File: config.mk
export PLATFORM = sky130hd
export DESIGN_NAME = systolic_seq_ctrl
export DESIGN_NICKNAME = d
export VERILOG_FILES = /design/src/rtl/systolic_seq_ctrl.sv
export SDC_FILE = /design/constraint.sdc
export NUM_CORES = 1
export LEC_CHECK = 0
export BUFFER_PORTS_ARGS = -buffer_cell sky130_fd_sc_hd__buf_2
export CAP_MARGIN = 20
export CORE_MARGIN = 1
export CORE_UTILIZATION = 40
export DETAILED_ROUTE_END_ITERATION = 7
export REMOVE_ABC_BUFFERS = 1
export SLEW_MARGIN = 10
export SYNTH_ARGS = -nofsm -noshare
export SYNTH_HDL_FRONTEND = slang
export SYNTH_SLANG_ARGS = --single-unit
File: constraint.sdc
create_clock -name clk -period 1.65 [get_ports clk]
set_input_delay 0.2475 -clock clk [delete_from_list [all_inputs] [get_ports clk]]
set_output_delay 0.2475 -clock clk [all_outputs]
set_load 0.005 [all_outputs]
File: src/rtl/systolic_seq_ctrl.sv
// Sequencer for a DIM x DIM systolic tile: clear, operand load, skew drain, result readout, done.
// Optional perf counters are compiled in when SYSTOLIC_SEQ_CTRL_PERF_EN is defined.
module systolic_seq_ctrl #(
    parameter int DIM         = 8,
    parameter int DRAIN_STEPS = 3*DIM-2,
    parameter int CNT_W       = $clog2(3*DIM)+1
) (
    input  logic                   clk,
    input  logic                   rst_n,
    input  logic                   start,
    input  logic                   abort,
    input  logic                   ab_valid,
    output logic                   ab_ready,
    output logic                   feed_en,
    output logic                   sa_en,
    output logic                   sa_clr,
    output logic                   c_valid,
    input  logic                   c_ready,
    output logic [$clog2(DIM)-1:0] c_row,
    output logic                   busy,
`ifdef SYSTOLIC_SEQ_CTRL_PERF_EN
    output logic [31:0]            perf_cycles,
    output logic [31:0]            perf_stalls,
`endif
    output logic                   done
);

    localparam int RW = $clog2(DIM);
    localparam logic [CNT_W-1:0] ROW_MAX   = CNT_W'(DIM);
    localparam logic [CNT_W-1:0] LAST_ROW  = CNT_W'(DIM-1);
    localparam logic [CNT_W-1:0] LAST_STEP = CNT_W'(DRAIN_STEPS-1);

    typedef enum logic [2:0] {
        S_IDLE, S_CLEAR, S_LOAD, S_DRAIN, S_READ, S_DONE
    } state_t;

    state_t           state_q, state_d;
    logic [CNT_W-1:0] row_q, row_d;
    logic [CNT_W-1:0] step_q, step_d;

    always_ff @(posedge clk or negedge rst_n) begin
        if (!rst_n) begin
            state_q <= S_IDLE;
            row_q   <= '0;
            step_q  <= '0;
        end else begin
            state_q <= state_d;
            row_q   <= row_d;
            step_q  <= step_d;
        end
    end

    always_comb begin
        state_d  = state_q;
        row_d    = row_q;
        step_d   = step_q;
        ab_ready = 1'b0;
        feed_en  = 1'b0;
        case (state_q)
            S_IDLE: begin
                if (start && !abort) state_d = S_CLEAR;
            end
            S_CLEAR: begin
                row_d   = '0;
                step_d  = '0;
                state_d = S_LOAD;
            end
            S_LOAD: begin
                ab_ready = 1'b1;
                feed_en  = ab_valid;
                if (ab_valid) begin
                    if (row_q < ROW_MAX) row_d = row_q + 1'b1;
                    if (row_q == LAST_ROW) begin
                        state_d = S_DRAIN;
                        step_d  = '0;
                    end
                end
            end
            S_DRAIN: begin
                feed_en = 1'b1;
                if (step_q == LAST_STEP) begin
                    state_d = S_READ;
                    row_d   = '0;
                end else begin
                    step_d = step_q + 1'b1;
                end
            end
            S_READ: begin
                if (c_ready) begin
                    if (row_q == LAST_ROW) state_d = S_DONE;
                    else                   row_d   = row_q + 1'b1;
                end
            end
            S_DONE: begin
                state_d = S_IDLE;
            end
            default: begin
                state_d = S_IDLE;
            end
        endcase
        // Abort overrides everything: no beat accepted, no step issued, counters frozen.
        if (abort && state_q != S_IDLE) begin
            state_d  = S_IDLE;
            row_d    = row_q;
            step_d   = step_q;
            ab_ready = 1'b0;
            feed_en  = 1'b0;
        end
    end

    assign sa_en   = feed_en;
    assign sa_clr  = (state_q == S_CLEAR);
    assign c_valid = (state_q == S_READ) && !abort;
    assign c_row   = (state_q == S_READ) ? row_q[RW-1:0] : '0;
    assign busy    = (state_q != S_IDLE) && (state_q != S_DONE);
    assign done    = (state_q == S_DONE);

`ifdef SYSTOLIC_SEQ_CTRL_PERF_EN
    logic [31:0] perf_cycles_q;
    logic [31:0] perf_stalls_q;

    always_ff @(posedge clk or negedge rst_n) begin
        if (!rst_n) begin
            perf_cycles_q <= '0;
            perf_stalls_q <= '0;
        end else if (state_q == S_IDLE) begin
            if (start && !abort) begin
                perf_cycles_q <= '0;
                perf_stalls_q <= '0;
            end
        end else if (!abort) begin
            perf_cycles_q <= perf_cycles_q + 32'd1;
            if ((state_q == S_LOAD && !ab_valid) || (state_q == S_READ && !c_ready))
                perf_stalls_q <= perf_stalls_q + 32'd1;
        end
    end

    assign perf_cycles = perf_cycles_q;
    assign perf_stalls = perf_stalls_q;
`endif

endmodule
Word level (Yosys, flattened, before mapping)
Cells that the tools add are included.

Output and inout port bits: 10. Bits in registers: 15. Latch bits: 0. Bits of input ports: 6. Bits in writable memories: 0. Memories kept: 0. ROM bits: 0. Word-level logic and storage cells: 63.

Shifts and indexed selects: 0. Reductions and logical operators: 12. Add/subtract/negate cells: 2. Multiply operators: 0. Equality and inequality tests: 21. Order comparisons: 1. Divide/modulo/power cells: 0. Multiplexer cells: 23. Bitwise operators: 1.

Operator list (count): $mux 6 (8); $mux 3 (8); $pmux 6 s4 (1); $ne 3x3->1 const B (7); $pmux 6 s3 (1); $pmux 3 s5 (1); $ne 2x2->1 const B (7); $add 6x1->6 const B (2); $reduce_and 7->1 (1); $eq 3x2->1 const B (2); $eq 3x3->1 const B (2); $eq 6x3->1 const B (1); $eq 6x5->1 const B (1); $lt 6x4->1 const B (1); $reduce_and 6->1 (1); $reduce_bool 3->1 (2); $reduce_and 5->1 (1); $logic_and 1x1->1 (4); $reduce_bool 4->1 (1); $eq 3x1->1 const B (1); $logic_not 3->1 (1); $mux 1 (3); $pmux 1 s2 (1); $logic_not 1->1 (1); $not 1->1 (1).

Longest topological paths before layout
Gate-level depths: netlist of run 1.

Depth in word-level cells: 5. Mapped depth: 7.

Worst setup path before layout of run 1
Ideal clock, no wire load.

Kind: register -> register. Start: register row_q[0]. End: register row_q[5]. Stages on the path, launching flop included: 7. Path slack: -166 ps. Clock period less this slack: 1816 ps. Data arrival time: 1725 ps. Setup time: 92 ps. Cell sequence: dfrtp_1 > ha_1 > and2_1 > a211oi_1 > o2111ai_2 > or2_4 > o31ai_2.

Cells in the longest elaborated chain, start to end: 4. Elaborated cells on any way between the ends: 11. Classes of those cells: 1 x add/sub; 1 x order compare; 3 x eq/ne; 5 x mux; 1 x reduce/logical.

Ends and longest elaborated chain: start: declaration (RTL line 38) `logic [CNT_W-1:0] row_q, row_d;`; start signal: assignment (RTL line 48) `row_q <= row_d;`; $add 6x1->6 (RTL line 72, 91); $mux 6, on equally long branches (RTL line 90, 72); $mux 6, on equally long branches (RTL line 89, 71); $pmux 6 s4 (RTL line 59) `case (state_q)`.

Several ways; a longest one is shown, not always the timed one. The select of a mux whose other input is x is not followed. A chain may end at the register's enable or synchronous reset.

Worst setup path after layout of run 1
Same ends and word-level chain as after synthesis.

==> results.toml, run 1 <==
[hold_path]
hold_path_depth = 2
hold_class = "in -> reg"
holdPathEnd = "state_q[2]"
hp-start = "abort"

[sta]
timing.final.crit_share = 1.073
max_freq_mhz = 564.7
period_needed_ps = 1771
setup_ws_ps = -120.9
finalSetupViolations = 11
hold_viol_final = 0
worstMarginPinSlew_ps = 357.7
finClkSkew_ps = 4.599
maxSlewViolCount = 0
rsz0062_at_grt = "yes"
maxSlewHeadroom = 0.7616

[global_route]
grt_max_degree = 16
antenna_found_initial = 0
grt-ovfl-total = 0
grt_pass1_vias = 963
grt_pass1_wl_um = 4174
track_usage = 0.2120

[setup_path]
worstPathRequired_ps = 1860
worst_path_largest_cell_delay_ps = 410
arrival_ps = 1980
path_class = "reg -> reg"
cp-start-kind = "flop"
crit_family = "compound AO/OA/AOI/OAI gates"
timing.rr.end = "row_q[5]"
critPathBufInv = 0
critPathMaxFanout = 5
end_kind = "flop"
path_cells = "ha_2, and2_4, a211oi_2, o2111ai_2, or2_4, o31ai_2"
regToRegSetupSlack_ps = -120
cp_slowest_cell = "dfrtp_1"
reg2regPathDepth = 6
r2r_start = "row_q[0]"

[drt]
ant_nets = 0
wirelength_um = 2784
num_vias = 1040
firstDrtPassIters = 4
vias_per_cell = 5.417
first_iter_violations = 30
wl_per_cell_um = 14.50
drcViolationCount = 0

[flow_run]
cap_violations = 0

[synthesis]
synth_seq_cells = 15
async_reset_ff_frac = 1.000
synthFlopType = "dfrtp_1"
postSynthCellCount = 109
syn_area_per_cell_um2 = 9.298
synthDistinctLibCells = 44
yosys_warnings = 0
ys_seq_area_frac = 0.3704
synth_area_um2 = 1013
synth_edf_count = 0

[layout]
nets = 174
finalInstanceArea_um2 = 1567
antennaDiodeCount = 0
mostFrequentLayoutCells = "buf_4 (38), buf_2 (14), dfrtp_1 (14), nor2_1 (8), nand2_1 (6)"
layout_commonest_cell = "buf_4"
drive_above_1_share = 0.5488
fin_cells = 192
syn_to_final_growth_pct = 54.57

[pwr]
leakagePower_nw = 0.7315
p_per_area_nw_per_um2 = 998.3
peakVddDrop_mv = 0.7255

[cts]
cts_buffers = 3
cts_tree = "built"
clock_latency_ps = 290
clkSinkCount = 15
cts.clk_slew.worst_paths_ps = 90
htreeDepth = 1
cts_root_buf = "clkbuf_4"
cts.path.max_buffers = 2

[die]
io_pins = 16
coreArea_um2 = 2297
initial_core_util = 0.4412
num_rows = 17
dieArea_um2 = 2739
die_w_um = 52.34
die_h_um = 52.34

[place]
placed_area_um2 = 1314
dp_cells = 177
place.detailed.hpwl_um = 1923
place_congestion = 0.8908
io_buffer_count = 15

[outcome]
status = "finished with violations"
violations = "negative setup slack"
==> power breakdown <==
part / internal (mW) / switching [mW] / total, mW
clock: 0.0940 / 0.125 / 0.219
combinational: 0.459 / 0.437 / 0.896
sequential: 0.414 / 0.0345 / 0.449
==> metal layers <==
metal	GRT usage	part of all wire	vias up
li1	-	-	508
met1	0.2908	0.48	497
met2	0.3186	0.46	31
met3	0.03768	0.047	4
met4	0.1009	0.0083	0
met5	0	0	-
==> state kept, by name, summed over array words and instances (netlist names) <==
signal	count
state_q	3
row_q	6
step_q	6
==> worst max-delay path by stage <==
stage | startpoint | endpoint | slack, ps | depth (start not counted)
global route | step_q[1] | row_q[5] | -210 | 7
CTS | row_q[0] | row_q[5] | -120 | 6
floorplan | row_q[0] | row_q[5] | -170 | 6
finish | row_q[0] | row_q[5] | -120 | 6
global placement | row_q[0] | row_q[5] | -110 | 6
detailed placement | row_q[0] | row_q[5] | -180 | 6
==> metrics by stage <==
stage	setup TNS, ps	total power, mW	util	setup WS (ps)	hold slack, ps
after global placement	-707.4	1.149	0.5719	-114.0	169.6
after floorplan	-611.3	0.8074	-	-166.5	-48.09
after CTS	-497.0	1.465	0.6280	-121.4	174.2
final	-630.9	1.564	0.6819	-120.9	221.3
after global routing	-1566	1.660	0.6819	-207.0	218.2
after detailed placement	-1257	1.163	0.5719	-184.1	175.1
==> cells by family after synthesis <==
kind of cell / share of synthesized area
compound gates: 0.2346
xor+xnor: 0.02593
fa+ha+maj: 0.03704
buf+inv: 0.04936
flops: 0.3704
mux: 0.02099
simple gates: 0.2617
==> cell usage after synthesis (2+ instances only) <==
master,instances,share of area
a211oi_1,2,0.015
a21o_1,2,0.015
and3_1,2,0.012
and2_1,4,0.025
o31ai_1,3,0.022
xnor2_1,3,0.026
nand2_1,6,0.022
o21ai_0,5,0.025
dfrtp_1,15,0.37
nand3_1,2,0.0099
ha_1,3,0.037
a21oi_1,2,0.0099
inv_1,4,0.015
or2_2,3,0.019
o31ai_2,2,0.025
o21ai_1,5,0.025
nor2_1,11,0.041
buf_4,2,0.015
nor3_1,4,0.020
nand2b_1,5,0.031
==> what timing repair did <==
item / CTS / global route
setup buffers: 4 / 6
pin swaps: 7 / 8
resized for setup: 17 / 18
hold buffers: 1 / 0
endpoints found under the hold margin: 15 / 0
setup endpoints to repair: 15 / 17
==> final cells by class <==
class	count	area (µm²)
Inverter	4	15.01
Clock buffer	4	26.28
Tap cell	28	35.03
Timing Repair Buffer	56	399.1
Fill cell	175	730.7
Multi-Input combinational cell	85	714.4
Sequential cell	15	376.6
No activity file was read; power rests on OpenSTA's default activity.
==> run 2, diff against run 1 <==
--- a/config.mk
+++ b/config.mk
@@ -10,7 +10,6 @@
 export CORE_MARGIN = 1
 export CORE_UTILIZATION = 40
 export DETAILED_ROUTE_END_ITERATION = 7
-export REMOVE_ABC_BUFFERS = 1
 export SLEW_MARGIN = 10
 export SYNTH_ARGS = -nofsm -noshare
 export SYNTH_HDL_FRONTEND = slang
==> results.toml, run 2 (synthesized netlist as in run 1, its figures left out) <==
[outcome]
status = "finished with violations"
violations = "negative setup slack"

[die]
initial_core_util = 0.4412
dieArea_um2 = 2739
io_pins = 16
die_w_um = 52.34
die_h_um = 52.34
num_rows = 17
coreArea_um2 = 2297

[place]
place_congestion = 0.7928
placed_area_um2 = 1271
place.detailed.hpwl_um = 1809
preCtsSetupSlack_ps = -95.34
io_buffer_count = 15

[cts]
cts.path.max_buffers = 2
htreeDepth = 1
cts_tree = "built"
clkSinkCount = 15
cts_root_buf = "clkbuf_4"
clock_latency_ps = 280
cts_buffers = 3
cts.clk_slew.worst_paths_ps = 100

[drt]
drcViolationCount = 0
num_vias = 997
wl_per_cell_um = 14.30
vias_per_cell = 5.478
ant_nets = 0
wirelength_um = 2603
first_iter_violations = 19
firstDrtPassIters = 4

[setup_path]
worst_path_largest_cell_delay_ps = 430
cp_slowest_cell = "dfrtp_1"
crit_family = "compound AO/OA/AOI/OAI gates"
path_cells = "buf_4, o41ai_4, o2111ai_4, or2_4, o31ai_2"
path_class = "reg -> reg"
worstPathRequired_ps = 1850
r2r_start = "row_q[4]"
end_kind = "flop"
arrival_ps = 1930
cp-start-kind = "flop"
critPathBufInv = 1
regToRegSetupSlack_ps = -80
critPathMaxFanout = 5
timing.rr.end = "row_q[5]"
reg2regPathDepth = 5

[sta]
finClkSkew_ps = 5.553
maxSlewHeadroom = 0.7613
rsz0062_at_grt = "yes"
max_freq_mhz = 577.0
worstMarginPinSlew_ps = 358.1
setup_ws_ps = -83.13
hold_ws_ps = 270.9
finalSetupViolations = 10
timing.final.crit_share = 1.050
period_needed_ps = 1733
maxSlewViolCount = 0
hold_viol_final = 0

[layout]
nets = 164
fillers = 188
syn_to_final_growth_pct = 44.82
mostFrequentLayoutCells = "buf_4 (27), buf_2 (14), dfrtp_1 (13), nor2_1 (9), nand2_1 (6)"
layout_commonest_cell = "buf_4"
drive_above_1_share = 0.4805
reg_top3 = "row_q: 6 flops, step_q: 6 flops, state_q: 3 flops"
antennaDiodeCount = 0
finalInstanceArea_um2 = 1468

[flow_run]
cap_violations = 0

[global_route]
grt-ovfl-total = 0
track_usage = 0.2044
grt_pass1_wl_um = 4105
grt_pass1_vias = 914
grt_max_degree = 16
antenna_found_initial = 0

[pwr]
total_power_mw = 1.457
peakVddDrop_mv = 0.7781
leakagePower_nw = 0.6796
p_per_area_nw_per_um2 = 992.8

[hold_path]
holdPathEnd = "state_q[0]"
hold_class = "in -> reg"
hold_path_depth = 3
hp-start = "start"

[synthesis]
syn_nets = 118
-- run 2: changes by cell type in the layout (fill, tap and decap cells not counted), sizes merged --
cell  previous run  this run
buf             55        45
-- run 2: worst max-delay path by stage --
stage / start / endpoint / slack [ps] / depth (start not counted)
6_report: row_q[4] / row_q[5] / -80 / 5
5_1_grt: step_q[1] / row_q[5] / -130 / 7
4_1_cts: row_q[1] / row_q[5] / -50 / 6
3_5_place_dp: row_q[1] / row_q[4] / -100 / 6
3_3_place_gp: row_q[1] / row_q[4] / -80 / 6
2_1_floorplan: row_q[0] / row_q[4] / -60 / 6
-- run 2: power breakdown --
part / leakage (nW) / switching (mW) / internal [mW]
sequential: 0.204 / 0.0344 / 0.415
combinational: 0.461 / 0.400 / 0.391
clock: 0.0150 / 0.122 / 0.0938
-- run 2: cell type report --
cell class	instances	area [µm²]	share of cell area
multi-input combinational	85	685.7	0.4672
inverter	4	15.01	0.01023
timing repair buffer	46	327.8	0.2234
clock buffer	4	26.28	0.01790
tap	28	35.03	0.02387
sequential	15	377.9	0.2575
-- run 2: timing repair --
| item | in CTS | in global routing |
|---|---|---|
| pin swaps | 4 | 5 |
| hold buffers | 1 | 0 |
| hold endpoints to repair | 15 | 0 |
| resized for setup | 12 | 13 |
| setup buffers | 2 | 5 |
| setup endpoints to repair | 14 | 21 |
| gates cloned | 0 | 0 |
-- run 2: stage by stage --
stage	cells	utilization	setup TNS, ps
2_1_floorplan	109	-	-147.8
3_5_place_dp	170	0.5534	-535.7
4_1_cts	177	0.5970	-311.3
5_1_grt	182	0.6389	-1312
6_report	182	0.6389	-423.8
3_3_place_gp	170	0.5534	-397.6
-- run 2: layer usage --
metal,track usage,part of all wire,vias up
met5,0,0,-
met4,0.05263,0.0088,0
met3,0.03768,0.038,4
met2,0.3397,0.48,22
met1,0.2709,0.47,482
li1,-,-,489
-- run 2: worst register-to-register path: cells and delay by family (launching register included) --
family / cells / cell delay (ps)
buf+inv: 1 / 180
compound gates: 3 / 740
flops: 1 / 430
simple gates: 1 / 300
==> run 3, diff against run 2 <==
--- a/config.mk
+++ b/config.mk
@@ -10,7 +10,8 @@
 export CORE_MARGIN = 1
 export CORE_UTILIZATION = 40
 export DETAILED_ROUTE_END_ITERATION = 7
-export SLEW_MARGIN = 10
+export HOLD_SLACK_MARGIN = 0.15
+export SLEW_MARGIN = 20
 export SYNTH_ARGS = -nofsm -noshare
 export SYNTH_HDL_FRONTEND = slang
 export SYNTH_SLANG_ARGS = --single-unit
==> constraint.sdc (replaced) <==
create_clock -name clk -period 1.65 [get_ports clk]
set_input_delay 0.33 -clock clk [delete_from_list [all_inputs] [get_ports clk]]
set_output_delay 0.33 -clock clk [all_outputs]
set_load 0.005 [all_outputs]
==> results.toml, run 3 (synthesized netlist as in run 1, its figures left out) <==
[setup_path]
regToRegSetupSlack_ps = -70
path_class = "reg -> reg"
critPathMaxFanout = 5
r2r_start = "row_q[1]"
arrival_ps = 1920
end_kind = "flop"
cp-start-kind = "flop"
reg2regPathDepth = 6
timing.rr.end = "row_q[5]"
worstPathRequired_ps = 1850

[cts]
cts_tree = "built"
clkSinkCount = 15
cts_buffers = 3
htreeDepth = 1
cts_root_buf = "clkbuf_4"
cts.path.max_buffers = 2
cts.clk_slew.worst_paths_ps = 100
clock_latency_ps = 280

[die]
die_h_um = 52.34
initial_core_util = 0.4412
coreArea_um2 = 2297
die_w_um = 52.34
dieArea_um2 = 2739
num_rows = 17
io_pins = 16

[drt]
firstDrtPassIters = 4
drcViolationCount = 0
vias_per_cell = 5.503
wirelength_um = 2829
num_vias = 1007
wl_per_cell_um = 15.46
first_iter_violations = 11
ant_nets = 0

[global_route]
grt_max_degree = 16
track_usage = 0.2239
grt_pass1_vias = 996
grt-ovfl-total = 0
grt_pass1_wl_um = 4450
antenna_found_initial = 0

[pwr]
combinationalPowerShare = 0.550
p_int_mw = 0.9102
p_per_area_nw_per_um2 = 992.3
total_power_mw = 1.489
p_clk_frac = 0.145
p_sw_mw = 0.5783
leakagePower_nw = 0.6881
swShare = 0.3885
peakVddDrop_mv = 0.7409
seqPwrFrac = 0.304

[sta]
timing.final.crit_share = 1.042
max_freq_mhz = 581.8
worstMarginPinSlew_ps = 355.4
setup_ws_ps = -68.76
finClkSkew_ps = 5.376
maxSlewHeadroom = 0.7631
period_needed_ps = 1719
finalSetupViolations = 10
maxSlewViolCount = 0
hold_viol_final = 0
rsz0062_at_grt = "yes"

[place]
dp_cells = 170
place_congestion = 0.7928
io_buffer_count = 15
preCtsSetupSlack_ps = -95.34
place.detailed.hpwl_um = 1809

[hold_path]
hp-start = "start"
hold_path_depth = 3
holdPathEnd = "state_q[0]"
hold_class = "in -> reg"

[layout]
antennaDiodeCount = 0
syn_to_final_growth_pct = 48.02
mostFrequentLayoutCells = "buf_4 (28), buf_2 (14), dfrtp_1 (13), nor2_1 (9)"
fin_cells = 183
layout_commonest_cell = "buf_4"
reg_top3 = "row_q: 6 flops, step_q: 6 flops, state_q: 3 flops"
nets = 165
drive_above_1_share = 0.5097

[outcome]
status = "finished with violations"
violations = "negative setup slack"

[synthesis]
syn_nets = 118

[flow_run]
cap_violations = 0
==> run 3: power groups by stage <==
stage          registers, mW  logic (mW)  clock network (mW)
4_1_cts                0.452       0.745               0.219
5_1_grt                0.460       0.883               0.236
3_5_place_dp           0.459       0.649                   0
6_report               0.453       0.819               0.217
2_1_floorplan          0.467       0.370                   0
3_3_place_gp           0.458       0.642                   0
==> run 3: worst max-delay path: stages, from the launching register on <==
cell and delay (ps):
dfrtp_1 400, ha_2 190, and2_4 160, a211oi_2 210, o2111ai_2 180, or2_4 310
o31ai_2 180
==> run 3: worst max path at each step <==
stage,cells past startpoint,slack (ps),endpoint,startpoint
finish,6,-70,row_q[5],row_q[1]
global route,7,-130,row_q[5],step_q[1]
CTS,6,-60,row_q[5],row_q[1]
detailed placement,6,-100,row_q[4],row_q[1]
global placement,6,-80,row_q[4],row_q[1]
floorplan,6,-60,row_q[4],row_q[0]
==> run 3: through the flow <==
stage	instance area [µm²]	hold slack (ps)	utilization	TNS, ps
finish	1500	363.8	0.6531	-416.0
global route	1500	394.6	0.6531	-1367
CTS	1420	356.0	0.6182	-236.0
detailed placement	1271	262.8	0.5534	-535.7
global placement	1271	256.2	0.5534	-397.6
floorplan	1023	34.41	-	-147.8
==> run 3: repair_timing <==
item / 4_1_cts / 5_1_grt
endpoints found under the setup margin: 18 / 22
resized for setup: 19 / 12
pin swaps: 8 / 6
hold buffers: 1 / 0
gates cloned: 0 / 0
hold endpoints to repair: 15 / 0
setup buffers: 4 / 4
==> run 3: per-layer routing <==
layer  track usage  vias to the layer above  wire length, µm
met2        0.3882                       30             1387
met1        0.2745                      486             1305
li1              -                      487                -
met5             0                        -                0
met3       0.04638                        4              114
met4       0.07018                        0               21
==> run 3: cell type report <==
type | instances | area [µm²]
clock buffer | 4 | 26.28
fill | 183 | 797.0
inverter | 4 | 15.01
multi-input combinational | 85 | 710.7
sequential | 15 | 377.9
tap | 28 | 35.03
timing repair buffer | 47 | 335.3
